**src/rtl/rx_payload_packer_ble_if.sv**
```systemverilog
// Handshake/bus bundle between the Hamming-decoded bit stream, the packer and the byte consumer.
// The master modport is the side that feeds bits and accepts bytes.
interface rx_payload_packer_ble_if;
    logic       valid_in;
    logic       data_in;
    logic       err_in;
    logic       byte_ready;
    logic [7:0] byte_out;
    logic       byte_valid;
    logic       packet_done;
    logic       crc_ok;
    logic       fec_err;
    logic       overflow;

    modport master (
        output valid_in, data_in, err_in, byte_ready,
        input  byte_out, byte_valid, packet_done, crc_ok, fec_err, overflow
    );

    modport slave (
        input  valid_in, data_in, err_in, byte_ready,
        output byte_out, byte_valid, packet_done, crc_ok, fec_err, overflow
    );
endinterface

```
**src/rtl/rx_payload_packer_ble.sv**
```systemverilog
// BLE RX payload packer: packs decoded bits into length/payload bytes, checks the
// trailing CRC-24 and queues the bytes in a small output FIFO.
module rx_payload_packer_ble #(
    parameter logic [23:0] CRC_INIT   = 24'h555555,
    parameter int          FIFO_DEPTH = 4
) (
    input  logic                    clk,
    input  logic                    reset,
    rx_payload_packer_ble_if.slave  bus
);
    localparam int AW = (FIFO_DEPTH > 1) ? $clog2(FIFO_DEPTH) : 1;
    localparam logic [AW:0] FULL_CNT = (AW + 1)'(FIFO_DEPTH);

    typedef enum logic [2:0] {IDLE, LEN, PAYLOAD, CRC, DONE} state_t;

    state_t      state_q;
    logic [7:0]  sr_q, len_q, byte_cnt_q, push_data_q;
    logic [2:0]  bit_cnt_q;
    logic [4:0]  crc_idx_q;
    logic [23:0] crc_q;
    logic        match_q, push_q, done_q, crc_ok_q, fec_err_q, overflow_q;

    logic [7:0]  sr_d;
    logic [23:0] crc_base, crc_d;
    logic        fb, crc_bit_ok, byte_done;

    logic [FIFO_DEPTH-1:0][7:0] mem_q, mem_d;
    logic [AW-1:0] wr_q, wr_d, rd_q, rd_d;
    logic [AW:0]   cnt_q, cnt_d;
    logic [7:0]    head_q, head_d;
    logic          pop, full, push_ok, drop;

    // The first bit of a packet is applied on top of the preset, not the stale register.
    always_comb begin
        sr_d       = {bus.data_in, sr_q[7:1]};
        crc_base   = (state_q == IDLE) ? CRC_INIT : crc_q;
        fb         = crc_base[23] ^ bus.data_in;
        crc_d      = {crc_base[22:0], 1'b0} ^ (fb ? 24'h00065B : 24'h000000);
        crc_bit_ok = (bus.data_in == crc_q[5'd23 - crc_idx_q]);
        byte_done  = (bit_cnt_q == 3'd7);
    end

    always_ff @(posedge clk or posedge reset) begin
        if (reset) begin
            state_q     <= IDLE;
            sr_q        <= '0;
            len_q       <= '0;
            byte_cnt_q  <= '0;
            bit_cnt_q   <= '0;
            crc_idx_q   <= '0;
            crc_q       <= '0;
            match_q     <= 1'b0;
            push_q      <= 1'b0;
            push_data_q <= '0;
            done_q      <= 1'b0;
            crc_ok_q    <= 1'b0;
            fec_err_q   <= 1'b0;
            overflow_q  <= 1'b0;
        end else begin
            push_q <= 1'b0;
            done_q <= 1'b0;
            if (drop) overflow_q <= 1'b1;
            if (bus.err_in && state_q != IDLE) fec_err_q <= 1'b1;
            case (state_q)
                IDLE: if (bus.valid_in) begin
                    state_q    <= LEN;
                    crc_q      <= crc_d;
                    sr_q       <= sr_d;
                    bit_cnt_q  <= 3'd1;
                    byte_cnt_q <= '0;
                    crc_idx_q  <= '0;
                    match_q    <= 1'b1;
                    crc_ok_q   <= 1'b0;
                    fec_err_q  <= 1'b0;
                    overflow_q <= 1'b0;
                end
                LEN: if (bus.valid_in) begin
                    crc_q     <= crc_d;
                    sr_q      <= sr_d;
                    bit_cnt_q <= bit_cnt_q + 3'd1;
                    if (byte_done) begin
                        len_q       <= sr_d;
                        push_q      <= 1'b1;
                        push_data_q <= sr_d;
                        state_q     <= (sr_d != 8'd0) ? PAYLOAD : CRC;
                    end
                end
                PAYLOAD: if (bus.valid_in) begin
                    crc_q     <= crc_d;
                    sr_q      <= sr_d;
                    bit_cnt_q <= bit_cnt_q + 3'd1;
                    if (byte_done) begin
                        push_q      <= 1'b1;
                        push_data_q <= sr_d;
                        byte_cnt_q  <= byte_cnt_q + 8'd1;
                        if (byte_cnt_q + 8'd1 == len_q) state_q <= CRC;
                    end
                end
                CRC: if (bus.valid_in) begin
                    crc_idx_q <= crc_idx_q + 5'd1;
                    if (!crc_bit_ok) match_q <= 1'b0;
                    if (crc_idx_q == 5'd23) begin
                        state_q  <= DONE;
                        crc_ok_q <= match_q && crc_bit_ok;
                        done_q   <= 1'b1;
                    end
                end
                default: state_q <= IDLE;
            endcase
        end
    end

    assign pop     = (cnt_q != '0) && bus.byte_ready;
    assign full    = (cnt_q == FULL_CNT);
    assign push_ok = push_q && (!full || pop);
    assign drop    = push_q && full && !pop;

    // head_q mirrors the entry at rd_q so byte_out comes straight from a flop.
    always_comb begin
        mem_d  = mem_q;
        wr_d   = wr_q;
        rd_d   = rd_q;
        cnt_d  = cnt_q;
        head_d = head_q;
        if (push_ok) begin
            mem_d[wr_q] = push_data_q;
            wr_d        = wr_q + AW'(1);
        end
        if (pop) rd_d = rd_q + AW'(1);
        case ({push_ok, pop})
            2'b10:   cnt_d = cnt_q + 1'b1;
            2'b01:   cnt_d = cnt_q - 1'b1;
            default: cnt_d = cnt_q;
        endcase
        if (pop && cnt_q > 1)
            head_d = mem_q[rd_q + AW'(1)];
        else if (push_ok && (cnt_q == '0 || (pop && cnt_q == 1)))
            head_d = push_data_q;
    end

    always_ff @(posedge clk or posedge reset) begin
        if (reset) begin
            mem_q  <= '0;
            wr_q   <= '0;
            rd_q   <= '0;
            cnt_q  <= '0;
            head_q <= '0;
        end else begin
            mem_q  <= mem_d;
            wr_q   <= wr_d;
            rd_q   <= rd_d;
            cnt_q  <= cnt_d;
            head_q <= head_d;
        end
    end

    assign bus.byte_out    = head_q;
    assign bus.byte_valid  = (cnt_q != '0);
    assign bus.packet_done = done_q;
    assign bus.crc_ok      = crc_ok_q;
    assign bus.fec_err     = fec_err_q;
    assign bus.overflow    = overflow_q;
endmodule

```
**src/flat_wrapper.sv**
```systemverilog
// flat-port wrapper written by rule: the top's interface ports become plain ports
module rx_payload_packer_ble_flat 
#(
    parameter logic [23:0] CRC_INIT   = 24'h555555,
    parameter int          FIFO_DEPTH = 4
)
  (clk, reset, bus_valid_in, bus_data_in, bus_err_in, bus_byte_ready, bus_byte_out, bus_byte_valid, bus_packet_done, bus_crc_ok, bus_fec_err, bus_overflow);
  rx_payload_packer_ble_if bus_i ();
  input  logic clk;
  input  logic reset;
  input wire logic [$bits(bus_i.valid_in)-1:0] bus_valid_in;
  input wire logic [$bits(bus_i.data_in)-1:0] bus_data_in;
  input wire logic [$bits(bus_i.err_in)-1:0] bus_err_in;
  input wire logic [$bits(bus_i.byte_ready)-1:0] bus_byte_ready;
  output wire logic [$bits(bus_i.byte_out)-1:0] bus_byte_out;
  output wire logic [$bits(bus_i.byte_valid)-1:0] bus_byte_valid;
  output wire logic [$bits(bus_i.packet_done)-1:0] bus_packet_done;
  output wire logic [$bits(bus_i.crc_ok)-1:0] bus_crc_ok;
  output wire logic [$bits(bus_i.fec_err)-1:0] bus_fec_err;
  output wire logic [$bits(bus_i.overflow)-1:0] bus_overflow;
  assign bus_i.valid_in = bus_valid_in;
  assign bus_i.data_in = bus_data_in;
  assign bus_i.err_in = bus_err_in;
  assign bus_i.byte_ready = bus_byte_ready;
  assign bus_byte_out = bus_i.byte_out;
  assign bus_byte_valid = bus_i.byte_valid;
  assign bus_packet_done = bus_i.packet_done;
  assign bus_crc_ok = bus_i.crc_ok;
  assign bus_fec_err = bus_i.fec_err;
  assign bus_overflow = bus_i.overflow;
  rx_payload_packer_ble #(.CRC_INIT(CRC_INIT), .FIFO_DEPTH(FIFO_DEPTH)) u_core (.clk(clk), .reset(reset), .bus(bus_i));
endmodule
```
**config.mk**
```make
export PLATFORM = sky130hd
export DESIGN_NAME = rx_payload_packer_ble_flat
export DESIGN_NICKNAME = d
export VERILOG_FILES = /design/src/rtl/rx_payload_packer_ble_if.sv /design/src/rtl/rx_payload_packer_ble.sv /design/src/flat_wrapper.sv
export SDC_FILE = /design/constraint.sdc
export NUM_CORES = 1
export LEC_CHECK = 0
export BUFFER_PORTS_ARGS = -buffer_cell sky130_fd_sc_hd__buf_2
export CAP_MARGIN = 10
export CORE_MARGIN = 4
export CORE_UTILIZATION = 40
export DETAILED_ROUTE_END_ITERATION = 10
export GPL_TIMING_DRIVEN = 0
export PLACE_DENSITY = 0.63
export REMOVE_ABC_BUFFERS = 1
export SKIP_CTS_REPAIR_TIMING = 1
export SLEW_MARGIN = 10
export SYNTH_ARGS = -nofsm -noshare
export SYNTH_HDL_FRONTEND = slang
export SYNTH_SLANG_ARGS = --single-unit
```
**constraint.sdc**
```tcl
create_clock -name clk -period 4.2 [get_ports clk]
set_input_delay 0.42 -clock clk [delete_from_list [all_inputs] [get_ports clk]]
set_output_delay 0.42 -clock clk [all_outputs]
set_load 0.03 [all_outputs]
```
==> results of run 1 <==
## cells by family after synthesis
kind of cell    share of synthesized area, %
compound gates                          9.45
buf+inv                                 3.28
xor+xnor                                4.98
mux                                     16.3
fa+ha+maj                               3.02
flops                                   51.3
simple gates                            11.6
## metal layers
metal  vias up  global-route usage [%]  part of all wire [%]
met3        11                    4.32                   3.8
li1       1839                       -                     -
met5         -                       0                     0
met2        57                    23.1                    47
met1      1964                    20.9                    48
met4         0                    5.31                   1.1
## registers in the layout (all words and copies together) (netlist names), 2 cells and up
signal               count
u_core.bus.byte_out      8
u_core.byte_cnt_q        8
u_core.rd_q              2
u_core.cnt_q             3
u_core.sr_q              7
u_core.push_data_q       8
u_core.bit_cnt_q         3
u_core.wr_q              2
u_core.len_q             8
u_core.mem_q            32
u_core.crc_idx_q         5
u_core.state_q           3
u_core.crc_q            24
## worst paths after layout
| path | cells past startpoint | end | slack, ps | from |
|---|---|---|---|---|
| max | 4 | u_core.bit_cnt_q[0] | 1390 | u_core.state_q[2] |
| min | 2 | u_core.bus.fec_err | 240 | bus_err_in |
| max reg2reg | 4 | u_core.bit_cnt_q[0] | 1390 | u_core.state_q[2] |
| min reg2reg | 1 | u_core.bit_cnt_q[0] | 490 | u_core.bit_cnt_q[0] |
| max in group asynchronous | 4 | u_core.crc_q[15] | 2960 | reset |
| min in group asynchronous | 3 | u_core.byte_cnt_q[7] | 520 | reset |
## cell type report
cell class                 instances  area [um^2]
clock inverter                     8          121
multi-input combinational        351         2640
fill                            1276         7390
clock buffer                      22          484
sequential                       119         2980
inverter                          11         46.3
tap                              180          225
timing repair buffer              22          150
## through the flow
| stage | total power, W | hold WS [ps] | setup WS [ps] | instances |
|---|---|---|---|---|
| after global placement | 0.00339 | 464 | -683 | 679 |
| after CTS | 0.00498 | -39.7 | 1370 | 712 |
| after floorplan | 0.00304 | 446 | 623 | 481 |
| final | 0.00492 | 237 | 1390 | 713 |
| after detailed placement | 0.00347 | 410 | 1290 | 682 |
| after global routing | 0.00525 | 233 | 1160 | 713 |
## placed cells by master, fill, tap and decap left out, types with 3 or more instances in the layout
master and instances:
ha_1 14, nand3_1 12, bufinv_16 3, nor3_1 8, nand2b_1 3, o21ai_0 24, nand2_1 59, a21oi_1 15
o22ai_1 4, xor2_1 10, xnor2_1 23, nand4_1 5, mux4_2 9, o22a_1 9, clkbuf_8 4, mux2i_1 19
dfrtp_1 119, buf_2 18, clkbuf_16 17, clkinv_2 3, a22o_1 13, nor2_1 34, inv_1 10, mux2_2 49
nor4_1 3
## power breakdown
group	switching [W]	internal (W)
clock network	0.000492	0.000986
registers	0.000467	0.00154
logic	0.000720	0.000717
==> results.md, run 1 <==
- Status: complete, no violations
- Initial drt markers: 185
- DP HPWL: 7750 um
- Path type of the worst setup path: register to register
- Count leader, synth: dfrtp_1
- Sequential element share of the synthesized area: 51.3%
- Clock Path Buffers: 2
- DRC viols: 0
- Power Dens Cells: 741 nW/um^2
- Design Area, Final: 6650 um^2
- Num rows: 43
- Buf/Inv on CP: 0
- Number of synthesized flops with an enable pin: 0
- Die footprint: 16500 um^2
- Area growth syn-to-layout: 14.6%
- Final Hold Fails: 0
- I/O Buffers: 18
- Final number of setup-violating endpoints: 0
- Post-synth top area share: 51.3%
- Achievable Freq: 356 MHz
- Vias: 3871
- Antenna Nets Post-Route: 0
- Maximum vdd drop: 0.395 mV
- Initial core utilization: 41.3%
- Worst rel slew slack: 30.8%
- Leakage Power: 3.04 nW
- Post-Synthesis Cells: 507
- DIE HEIGHT: 128 um
- Synth area leader: dfrtp_1
- Slowest-stage cell, CP: nor2_1
- First-pass GRT wire length: 19700 um
- Critical Path End Type: register
- Worst-Margin Slew: 1040 ps
- Vias/cell: 5.43
- Crit path largest cell delay: 960 ps
- Placement Cell Area: 6030 um^2
- Hold WC Path Type: input port to register
- Seq cells post-synth: 119
- Worst EP required: 4460 ps
- Total number of yosys warnings: 0
- Most frequent cells after synthesis: 119 x dfrtp_1, 59 x nand2_1, 49 x mux2_2, 34 x nor2_1, 24 x o21ai_0
- Ys async rst share: 100%
- Unique masters post-synth: 51
- DR pass1 iterations: 5
- Dominant cells by area after synthesis: dfrtp_1 51%, mux2_2 9.5%, nand2_1 3.8%, mux4_2 3.5%, xnor2_1 3.5%
- Total Routing Usage GR: 15.2%
- GPL Wtd Cong: 0.825
- Syn Area/Cell: 11.4 um^2
- WP data arrival: 3060 ps
- Max-slew violations: 0
- Sink Count: 119
- Routed Wire Length: 11600 um
- Reg clk slew, reported paths: 50 ps
- Max-capacitance violation count: 0
- Crit-path cells: nor2b_1, nand2_1, nor2_1, a21oi_1
- Post-Synthesis Cell Area: 5800 um^2
- Final Skew: 10.8 ps
- Core Area: 14000 um^2
- Antenna violations before repair: 0
- CTS buffer count: 17
- CTS tree: built
- RSZ-0062 raised after global routing: false
- Routed WL per cell: 16.3 um
- Startpoint types: register
- Util after Layout: 47.3%
- Worst skew pair latency: 410 ps
- Critical path's top delay family: simple AND/OR/NAND/NOR gates
- Overflow after GRT: 0
- Layout cells sized above 1: 22.3%
- Largest net degree at the start of global routing: 92
- CTS Root Cell: clkbuf_16
- Antenna cells: 0
- Post-layout min period: 2810 ps
- Vias in the first global route: 3884
- Period utilisation layout: 66.8%
- Die X: 128 um
- Synth Flop Type: dfrtp_1
- Max Fanout on Critical Path: 31
- Setup TNS: 0 ps
- H-tree depth: 4
- # nets final: 542
- Num ports: 19
Note: power is estimated with default switching activity, not from simulation.
==> run 2: changes to the inputs <==
PLACE_DENSITY = 0.65   (was 0.63)
clock period = 2.3 ns   (was 4.2 ns; I/O delays follow)
==> results.md, run 2 (synthesis gave the netlist of run 1 again) <==
- Status: complete, no violations (unchanged)
- Max FFs per register: 32 (unchanged)
- Area growth syn-to-layout: 17.0% (was 14.6%)
- Sink Count: 119 (unchanged)
- Leakage Power: 3.05 nW (was 3.04 nW)
- Final number of setup-violating endpoints: 0 (unchanged)
- Total Routing Usage GR: 15.2% (about the same)
- Vias in the first global route: 4010 (was 3884)
- Reg2Reg Capture Point: u_core.state_q[0] (was u_core.bit_cnt_q[0])
- Reg clk slew, reported paths: 50 ps (about the same)
- Hold Crit Start: bus_err_in (unchanged)
- Max-slew violations: 0 (unchanged)
- CTS Root Cell: clkbuf_16 (unchanged)
- Antenna violations before repair: 0 (unchanged)
- Largest net degree at the start of global routing: 95 (was 92)
- Grt met2 use: 24.2% (was 23.1%)
- I/O Buffers: 18 (unchanged)
- Most frequent cells in the layout: 115 x dfrtp_1, 53 x nand2_1, 49 x mux2_2 (was 119 x dfrtp_1, 59 x nand2_1, 49 x mux2_2)
- Final Skew: 8.24 ps (was 10.8 ps)
- R2R setup slack: 100 ps (was 1390 ps)
- Core Area: 14000 um^2 (unchanged)
- Reg2reg start: u_core.byte_cnt_q[3] (was u_core.state_q[2])
- Routed WL per cell: 16.4 um (was 16.3 um)
- Max Fanout on Critical Path: 9 (was 31)
- Critical Path End Type: register (unchanged)
- Fill count: 1266 (was 1276)
- DIE HEIGHT: 128 um (unchanged)
- Die X: 128 um (unchanged)
- Clock Path Buffers: 2 (unchanged)
- Power Dens Cells: 1360 nW/um^2 (was 741 nW/um^2)
- Startpoint types: register (unchanged)
- Post-layout min period: 2200 ps (was 2810 ps)
- Routed Wire Length: 11800 um (was 11600 um)
- CTS tree: built (unchanged)
- Crit-path cells: nand2_1, or3_4, o31ai_2, a211oi_1, or4_1, a311oi_2 (was nor2b_1, nand2_1, nor2_1, a21oi_1)
- Overflow after GRT: 0 (unchanged)
- DR pass1 iterations: 4 (was 5)
- Leading cell type in the layout, fill and taps excluded: dfrtp_1 (unchanged)
- WP data arrival: 2520 ps (was 3060 ps)
- Worst hold path depth: 2 (unchanged)
- Met3 usage: 3.90% (was 4.32%)
- Maximum vdd drop: 0.709 mV (was 0.395 mV)
- Worst-Margin Slew: 859 ps (was 1040 ps)
- Worst r2r path cells: 6 (was 4)
- DRC viols: 0 (unchanged)
- Worst EP required: 2610 ps (was 4460 ps)
- Antenna cells: 0 (unchanged)
- Multi-input logic area: 2740 um^2 (was 2640 um^2)
- Achievable Freq: 454 MHz (was 356 MHz)
- Vias/cell: 5.42 (was 5.43)
- Largest Register: u_core.mem_q (unchanged)
- Total Power: 0.00920 W (was 0.00492 W)
- Worst rel slew slack: 42.3% (was 30.8%)
- Register area: 2980 um^2 (about the same)
- Max-capacitance violation count: 0 (unchanged)
- Num rows: 43 (unchanged)
- M1 GR Usage: 20.1% (was 20.9%)
- Hold-critical path endpoint: u_core.bus.fec_err (unchanged)
- Crit path largest cell delay: 520 ps (was 960 ps)
- Layout cells sized above 1: 26.6% (was 22.3%)
- Slowest-stage cell, CP: dfrtp_1 (was nor2_1)
- H-tree depth: 4 (unchanged)
- Dpl ws: -418 ps (was 1290 ps)
- Num ports: 19 (unchanged)
- Die footprint: 16500 um^2 (unchanged)
- Period utilisation layout: 95.7% (was 66.8%)
- Final Hold Fails: 0 (unchanged)
- Path type of the worst setup path: register to register (unchanged)
- Gr busiest metal: met2 (unchanged)
- First-pass GRT wire length: 19700 um (about the same)
- Hold WC Path Type: input port to register (unchanged)
- DP HPWL: 7490 um (was 7750 um)
- CTS buffer count: 17 (unchanged)
- Initial drt markers: 217 (was 185)
- Vias: 3894 (was 3871)
- GPL Wtd Cong: 0.804 (was 0.825)
- Worst skew pair latency: 420 ps (was 410 ps)
- Top Registers: u_core.mem_q x32, u_core.crc_q x24 (unchanged)
- Worst setup margin: 98.1 ps (was 1390 ps)
- Initial core utilization: 41.3% (unchanged)
- Antenna Nets Post-Route: 0 (unchanged)
- # nets final: 545 (was 542)
[run 2: how the worst max path moves through the flow]
stage,start,end
finish,u_core.byte_cnt_q[3],u_core.state_q[0]
global route,u_core.byte_cnt_q[0],u_core.state_q[0]
global placement,reset,u_core.crc_q[12]
floorplan,reset,u_core.bit_cnt_q[0]
CTS,u_core.state_q[2],u_core.crc_q[12]
detailed placement,u_core.state_q[2],u_core.bit_cnt_q[0]
[run 2: worst max-delay path, delay by kind of cell, from the launching register on]
family,cells,cell delay [ps]
AND/OR/NAND/NOR,3,970
flip-flops,1,520
AO/OA/AOI/OAI,3,610
[run 2: metrics by stage]
step / hold slack [ps] / std cells / setup TNS, ps / cell area [um^2] / utilization, %
finish: 38.0 / 718 / 0 / 6780 / 48.3
global route: 37.8 / 718 / -7.18 / 6780 / 48.3
CTS: -236 / 713 / -6290 / 6640 / 47.3
detailed placement: 209 / 681 / -5360 / 6010 / 42.8
global placement: 456 / 679 / -297280 / 5970 / 42.5
floorplan: 335 / 481 / -129410 / 5650 / -
[run 2: routing by layer]
layer	part of all wire [%]	wire, um	vias to the layer above
met2	49	5780	36
met5	0	0	-
met1	47	5510	2006
met4	1.5	175	0
li1	-	-	1837
met3	2.6	301	15
[run 2: area by class of cell]
| class | instances | share of cell area, % |
|---|---|---|
| Clock buffer | 21 | 6.64 |
| Multi-Input combinational cell | 351 | 40.4 |
| Clock inverter | 11 | 2.55 |
| Tap cell | 180 | 3.32 |
| Timing Repair Buffer | 25 | 2.43 |
| Sequential cell | 119 | 44.0 |
| Inverter | 11 | 0.683 |
[run 2: power breakdown]
part | internal, W | switching (W)
Combinational | 0.00136 | 0.00136
Clock | 0.00184 | 0.000944
Sequential | 0.00282 | 0.000877
Total | 0.00602 | 0.00318
==> run 3: changes to the inputs <==
PLACE_DENSITY = 0.57   (was 0.65)
==> results.md, run 3 (synthesis gave the netlist of run 1 again) <==
- # nets final: 546 (was 545)
- CTS Root Cell: clkbuf_16 (unchanged)
- Routed Wire Length: 11800 um (about the same)
- Total Power: 0.00921 W (was 0.00920 W)
- Status: complete, no violations (unchanged)
- Final Hold Fails: 0 (unchanged)
- Num rows: 43 (unchanged)
- Core Area: 14000 um^2 (unchanged)
- Initial core utilization: 41.3% (unchanged)
- Max FFs per register: 32 (unchanged)
- Worst rel slew slack: 38.1% (was 42.3%)
- CTS buffer count: 17 (unchanged)
- Overflow after GRT: 0 (unchanged)
- Max-slew violations: 0 (unchanged)
- Num ports: 19 (unchanged)
- Worst r2r path cells: 7 (was 6)
- Final Skew: 10.3 ps (was 8.24 ps)
- Die X: 128 um (unchanged)
- DIE HEIGHT: 128 um (unchanged)
- R2R setup slack: 10 ps (was 100 ps)
- Worst EP required: 2590 ps (was 2610 ps)
- Vias in the first global route: 4000 (was 4010)
- Max-capacitance violation count: 0 (unchanged)
- Vias/cell: 5.31 (was 5.42)
- Leading cell type in the layout, fill and taps excluded: dfrtp_1 (unchanged)
- Worst-Margin Slew: 921 ps (was 859 ps)
- Reg2reg start: u_core.cnt_q[0] (was u_core.byte_cnt_q[3])
- Top Registers: u_core.mem_q x32, u_core.crc_q x24 (unchanged)
- Sink Count: 119 (unchanged)
- Power Dens Cells: 1360 nW/um^2 (about the same)
- Design Area, Final: 6780 um^2 (about the same)
- CTS tree: built (unchanged)
- Reg clk slew, reported paths: 60 ps (was 50 ps)
- First-pass GRT wire length: 20400 um (was 19700 um)
- WP data arrival: 2580 ps (was 2520 ps)
- DRC viols: 0 (unchanged)
- Startpoint types: register (unchanged)
- Max Fanout on Critical Path: 8 (was 9)
- Routed WL per cell: 16.4 um (about the same)
- Post-layout min period: 2290 ps (was 2200 ps)
- Area growth syn-to-layout: 16.8% (was 17.0%)
- Vias: 3820 (was 3894)
- Setup TNS: 0 ps (unchanged)
- Period utilisation layout: 99.5% (was 95.7%)
- Achievable Freq: 437 MHz (was 454 MHz)
- Most frequent cells in the layout: 114 x dfrtp_1, 57 x nand2_1, 49 x mux2_2 (was 115 x dfrtp_1, 53 x nand2_1, 49 x mux2_2)
- Hold-critical path endpoint: u_core.bus.fec_err (unchanged)
- Hold WC Path Type: input port to register (unchanged)
- H-tree depth: 4 (unchanged)
- WHS: 36.1 ps (was 38.0 ps)
- Layout cells sized above 1: 25.6% (was 26.6%)
- Die footprint: 16500 um^2 (unchanged)
- RSZ-0062 raised after global routing: true
- Path type of the worst setup path: register to register (unchanged)
- Initial drt markers: 285 (was 217)
- Reg2Reg Capture Point: u_core.mem_q[6] (was u_core.state_q[0])
- Largest net degree at the start of global routing: 70 (was 95)
- Antenna violations before repair: 0 (unchanged)
- DR pass1 iterations: 5 (was 4)
- Placement Cell Area: 6030 um^2 (was 6010 um^2)
- Final number of setup-violating endpoints: 0 (unchanged)
- Antenna cells: 0 (unchanged)
- Util after Layout: 48.2% (was 48.3%)
- Antenna Nets Post-Route: 0 (unchanged)
- Total Routing Usage GR: 15.7% (was 15.2%)
- Clock Path Buffers: 2 (unchanged)
- Worst skew pair latency: 410 ps (was 420 ps)
- DP HPWL: 7810 um (was 7490 um)
- Worst hold path depth: 2 (unchanged)
- GPL Wtd Cong: 0.833 (was 0.804)
- Critical Path End Type: register (unchanged)
- I/O Buffers: 18 (unchanged)
- Largest Register: u_core.mem_q (unchanged)
- Maximum vdd drop: 0.639 mV (was 0.709 mV)
- Hold Crit Start: bus_err_in (unchanged)
- Leakage Power: 3.07 nW (was 3.05 nW)
run 3: report_power, final:
| group | switching, W | internal [W] |
|---|---|---|
| Combinational | 0.00133 | 0.00136 |
| Clock | 0.000901 | 0.00194 |
| Sequential | 0.000866 | 0.00282 |
run 3: area by class of cell:
| type | instances | area [um^2] |
|---|---|---|
| multi-input cells | 351 | 2710 |
| fillers | 1253 | 7270 |
| clock buffers | 22 | 454 |
| inverters | 11 | 46.3 |
| flip-flops and latches | 119 | 2980 |
| clock inverters | 10 | 175 |
| repair buffers | 26 | 180 |
| well taps | 180 | 225 |
run 3: critical path: stages (launching register included):
cell	delay [ps]
dfrtp_1	420
inv_1	130
ha_2	220
nand2_1	70
or2_2	270
and2_1	240
nand2_1	420
mux2_2	390
run 3: how the worst max path moves through the flow:
| stage | endpoint | slack, ps | from |
|---|---|---|---|
| 6_report | u_core.mem_q[6] | 10 | u_core.cnt_q[0] |
| 4_1_cts | u_core.crc_q[8] | -560 | u_core.state_q[2] |
| 3_3_place_gp | u_core.crc_q[4] | -2470 | reset |
| 5_1_grt | u_core.mem_q[7] | -110 | u_core.cnt_q[1] |
| 2_1_floorplan | u_core.bit_cnt_q[0] | -1090 | reset |
| 3_5_place_dp | u_core.bit_cnt_q[0] | -530 | u_core.state_q[2] |
run 3: through the flow:
step,worst slack (ps),instances
CTS,-560,714
global route,-109,719
detailed placement,-530,682
global placement,-2470,679
floorplan,-1090,481
finish,10.7,719
run 3: per-layer routing:
layer	vias up	global-route usage, %	wire, um	share of wire (%)
met4	0	5.87	171	1.5
met5	-	0	0	0
met3	18	4.32	354	3.0
li1	1837	-	-	-
met2	47	23.8	5570	47
met1	1918	21.6	5680	48
